<file path="src/rtl/memory_stage.sv">
// Memory pipeline stage: issues one data memory access per captured
// load/store, stalls upstream while it waits, and times out after a bound.
module memory_stage #(
    parameter int TIMEOUT_CYCLES = 255
) (
    input  logic        CLK,
    input  logic        Reset,
    input  logic        Enable,
    input  logic [75:0] In,
    output logic [36:0] Out,
    output logic        Stall,
    output logic [31:0] MemAddr,
    output logic [15:0] MemWData,
    output logic        MemRd,
    output logic        MemWr,
    input  logic        MemReady,
    input  logic [15:0] MemRData,
    output logic        MemTimeout
);

    localparam int CW = $clog2(TIMEOUT_CYCLES + 1);
    localparam logic [CW-1:0] LAST = CW'(TIMEOUT_CYCLES - 1);

    typedef enum logic {IDLE, ACCESS} state_t;

    state_t state;
    state_t state_nx;

    logic [CW-1:0] cnt;
    logic [31:0]   addr_q;
    logic [15:0]   wdata_q;
    logic [15:0]   alu_q;
    logic [2:0]    rdst_q;
    logic          wb_q;
    logic          ldd_q;
    logic          wr_q;

    logic [1:0] op_in;
    logic       mem_in;
    logic       expire;

    assign op_in  = In[5:4];
    assign mem_in = (op_in == 2'b01) || (op_in == 2'b10);
    assign expire = !MemReady && (cnt == LAST);

    wire unused_ok = &{1'b0, In[11:9]};

    always_ff @(posedge CLK) begin
        if (Reset) state <= IDLE;
        else       state <= state_nx;
    end

    always_comb begin
        state_nx = state;
        case (state)
            IDLE:    if (Enable && mem_in) state_nx = ACCESS;
            ACCESS:  if (MemReady || expire) state_nx = IDLE;
            default: state_nx = IDLE;
        endcase
    end

    always_ff @(posedge CLK) begin
        if (Reset) begin
            Out        <= '0;
            cnt        <= '0;
            addr_q     <= '0;
            wdata_q    <= '0;
            alu_q      <= '0;
            rdst_q     <= '0;
            wb_q       <= 1'b0;
            ldd_q      <= 1'b0;
            wr_q       <= 1'b0;
            MemTimeout <= 1'b0;
        end else if (state == IDLE) begin
            if (Enable && mem_in) begin
                // Memory ops retire later; emit a bubble now.
                Out[1:0] <= 2'b00;
                cnt      <= '0;
                addr_q   <= (In[3:2] != 2'b00) ? In[75:44]
                                               : {16'h0, In[27:12]};
                wdata_q  <= In[43:28];
                alu_q    <= In[27:12];
                rdst_q   <= In[8:6];
                wb_q     <= In[1];
                ldd_q    <= In[0];
                wr_q     <= (op_in == 2'b10);
            end else if (Enable) begin
                Out <= {16'h0, In[27:12], In[8:6], In[1], In[0]};
            end
        end else begin
            if (MemReady) begin
                Out <= {wr_q ? 16'h0 : MemRData, alu_q, rdst_q,
                        wb_q, ldd_q};
            end else if (expire) begin
                Out        <= {16'h0, alu_q, rdst_q, 2'b00};
                MemTimeout <= 1'b1;
            end else begin
                cnt <= cnt + CW'(1);
            end
        end
    end

    assign Stall    = (state == ACCESS);
    assign MemRd    = Stall && !wr_q;
    assign MemWr    = Stall && wr_q;
    assign MemAddr  = Stall ? addr_q : 32'h0;
    assign MemWData = Stall ? wdata_q : 16'h0;

endmodule

</file>
<file path="config.mk">
export PLATFORM = sky130hd
export DESIGN_NAME = memory_stage
export DESIGN_NICKNAME = d
export VERILOG_FILES = /design/src/rtl/memory_stage.sv
export SDC_FILE = /design/constraint.sdc
export NUM_CORES = 1
export LEC_CHECK = 0
export CORE_MARGIN = 2
export CORE_UTILIZATION = 40
export DETAILED_ROUTE_END_ITERATION = 16
export PLACE_DENSITY = 0.77
export SLEW_MARGIN = 20
export SYNTH_ARGS = -nofsm -noshare
export SYNTH_HDL_FRONTEND = slang
export SYNTH_SLANG_ARGS = --single-unit
export TNS_END_PERCENT = 5
</file>
<file path="constraint.sdc">
create_clock -name CLK -period 1.9 [get_ports CLK]
set_input_delay 0.38 -clock CLK [delete_from_list [all_inputs] [get_ports CLK]]
set_output_delay 0.38 -clock CLK [all_outputs]
set_load 0.005 [all_outputs]
</file>
==> flow_summary.ini <==
[logic_synthesis]
synth-edff-count = 0
avgSynthCellArea_sq_um = 8.163
synthFlopType = dfxtp_1
synth_area_leaders = dfxtp_1 47%, nand2_1 9.8%, and2_1 6.2%
ys_ff_latch = 117
synth_seq_area_share = 0.4743
synthesis.area_sq_um = 4938
synthArstFlopShare = 0
ys_warn_count = 0
yosys.area.top_type = dfxtp_1
synth_top_area_frac = 0.4743
syn_nets = 704
synth_cell_types = 42
syn_inst = 605

[critical_path]
cp-end-kind = flip-flop
cpMaxStageDelayCell = or4_1
worst_path_largest_cell_delay_ps = 500
crit_path_max_fanout = 6
cp_data_required_time_ps = 2240
startpoint_type = input pin
path_class = in -> reg
cp.arrival_ps = 2210
path_cells = clkdlybuf4s50_1 > inv_1 > ha_4 > nor3b_4 > o22ai_2 > or4_1 > a21oi_1

[global_route]
antenna_found_initial = 0
grt_max_degree = 54
gr-max-usage-layer = met2
grt_use_met1 = 0.2787
met2_usage = 0.3663
grt_pass1_vias = 4839
grt_usage = 0.2263
use_met3 = 0.08540
grt_pass1_wl_mm = 23.64
overflow = 0

[cells_and_area]
syn_to_final_growth_pct = 53.79
n_antenna_cell = 0
final.fill_count = 994
drive_gt1_frac = 0.08816
stdcell_area_sq_um = 7595
multi_input_area_sq_um = 2404
final_util = 0.6323
seqCellArea_sq_um = 2346
layout.nets = 883

[sta]
grt_setup_unrepaired = yes
slew_violations = 0
fmax_mhz = 535.7
worst_slew_pin_slew_ps = 617.2
holdWs_ps = 328.2
fin_skew_ps = 11.63
setup_viol = 0
fin_crit_sh = 0.9825
period_minus_slack_ps = 1867
hold_viol = 0
max-slew-margin-rel = 0.5885

[run_status]
status = completed

[cts]
cts_max_path_buffers = 2
cts_buffers = 17
cts_root_buf = clkbuf_16
clk_latency_ps = 410
cts_sinks = 117
clk_pin_slew_ps = 50
tritoncts = yes
postCtsHoldBufs = 0
ctsHtreeMaxLevel = 4

[placement]
post_dp_cell_area_sq_um = 7010
dp_hpwl_mm = 10.52
finalWeightedCongestion = 0.8443
buffer_ports.inserted = 181

[route]
ant_nets = 0
drcViolationCount = 0
vias = 5001
totalWireLength_mm = 15.08
wl_per_cell_microns = 16.02
drtPass1Iterations = 4
drt_iter0_drc = 262
viasPerCell = 5.315

[die]
die_w_microns = 115.1
core_area_sq_um = 12010
rows = 40
initial_core_util = 0.4111
die_area_sq_um = 13250
die_h_microns = 115.1
io_pins = 185

[flow_run]
maxCapViolations = 0

[power_and_ir_drop]
ir_worst_vdd_mv = 0.5999
leakagePower_nw = 3.226
p_total_mw = 6.572
p_per_area_nw_per_um2 = 865.3

[hold_path]
min_path_type = in -> reg
[state kept, by name, indices dropped and copies added (netlist names)]
| name | flops |
|---|---|
| Stall | 1 |
| wr_q | 1 |
| alu_q | 16 |
| wb_q | 1 |
| MemTimeout | 1 |
| rdst_q | 3 |
| addr_q | 32 |
| Out | 37 |
| ldd_q | 1 |
| wdata_q | 16 |
| cnt | 8 |
[cells in the final DEF (no fill, tap or decap), types with 2 or more instances in the layout]
master	Yosys	final
and3_1	2	2
a311o_1	2	2
and2_4	0	4
o211a_1	2	2
a21oi_1	61	61
or4_1	2	2
nand3b_1	3	3
a311oi_1	16	15
clkdlybuf4s15_1	0	4
xor2_1	2	2
inv_1	5	5
buf_4	3	20
clkbuf_1	35	4
buf_6	0	2
nand3_1	20	19
dlymetal6s2s_1	0	10
nor2b_1	19	19
clkdlybuf4s50_1	0	129
dfxtp_1	117	116
clkinv_2	0	5
clkbuf_8	0	2
and2_1	49	45
buf_12	0	6
a211oi_1	19	19
clkbuf_16	0	17
nor2_1	48	48
o31ai_1	2	2
a22o_1	16	16
dlygate4sd2_1	0	37
nand2_1	129	129
ha_1	3	2
o22ai_1	19	19
[Yosys cell counts (2+ instances only)]
library cell and count:
nand2_1 129, dfxtp_1 117, a21oi_1 61, and2_1 49
nor2_1 48, clkbuf_1 35, nand3_1 20, a211oi_1 19
nor2b_1 19, o22ai_1 19, a22o_1 16, a311oi_1 16
buf_2 10, inv_1 5, buf_4 3, ha_1 3
nand3b_1 3, a311o_1 2, and3_1 2, buf_1 2
o211a_1 2, o21a_1 2, o31ai_1 2, or4_1 2
xor2_1 2
[metal layers]
| metal | routed length (microns) | up-vias |
|---|---|---|
| met5 | 0 | - |
| met4 | 252 | 0 |
| met3 | 1297 | 23 |
| met2 | 7071 | 211 |
| met1 | 6457 | 2336 |
| li1 | - | 2431 |
[worst max-delay path: cells and delay by family]
| family | cells | cell delay, ps |
|---|---|---|
| buffers and inverters | 2 | 510 |
| and+or+nand+nor | 2 | 750 |
| AOI/OAI and AO/OA | 2 | 300 |
| adders and majority gates | 1 | 260 |
[through the flow]
| step | cells | setup WS, ps | setup TNS [ps] |
|---|---|---|---|
| 2_1_floorplan | 605 | 67.13 | 0 |
| 3_3_place_gp | 910 | -382.5 | -31800 |
| 3_5_place_dp | 910 | -471.0 | -35990 |
| 4_1_cts | 940 | -175.2 | -1480 |
| 5_1_grt | 941 | -39.32 | -48.82 |
| 6_report | 941 | 33.29 | 0 |
[kinds of logic (layout without fill, tap and decap cells)]
| logic type | after synthesis | after routing | share of synthesized area |
|---|---|---|---|
| and+or+nand+nor | 281 | 281 | 0.2660 |
| AOI/OAI and AO/OA | 146 | 146 | 0.2012 |
| adders and majority gates | 3 | 3 | 0.007602 |
| buffers and inverters | 56 | 245 | 0.04738 |
| DFF | 117 | 117 | 0.4743 |
| xor gates and xnor gates | 2 | 2 | 0.003548 |
[path summary, 6_finish.rpt]
path                                              start                 endpoint  slack, ps  cells past startpoint
worst min-delay path                              Reset      Out[0]$_SDFFE_PP0P_        330                      3
worst min register to register  addr_q[23]$_SDFFE_PP0P_  addr_q[23]$_SDFFE_PP0P_        450                      2
worst max-delay path                              In[4]      cnt[7]$_SDFFE_PP0P_         30                      7
worst max register to register         Stall$_SDFF_PP0_      cnt[7]$_SDFFE_PP0P_        100                      6
[power by group]
| group | total [mW] | internal [mW] | switching (mW) |
|---|---|---|---|
| Sequential | 2.69 | 2.61 | 0.0783 |
| Combinational | 1.02 | 0.551 | 0.472 |
| Clock | 2.86 | 1.83 | 1.03 |
| Total | 6.57 | 4.99 | 1.58 |
[final cells by class]
class | count | share of cell area
tap | 147 | 0.02422
sequential | 117 | 0.3089
inverter | 6 | 0.002965
timing repair buffer | 210 | 0.2786
clock buffer | 23 | 0.06161
multi-input combinational | 432 | 0.3165
clock inverter | 6 | 0.007249
[what timing repair did]
action	in CTS	in global routing
endpoints found under the setup margin	54	15
gates cloned	1	0
resized for setup	47	21
setup buffers	0	1
(Power assumes the default switching activity.)
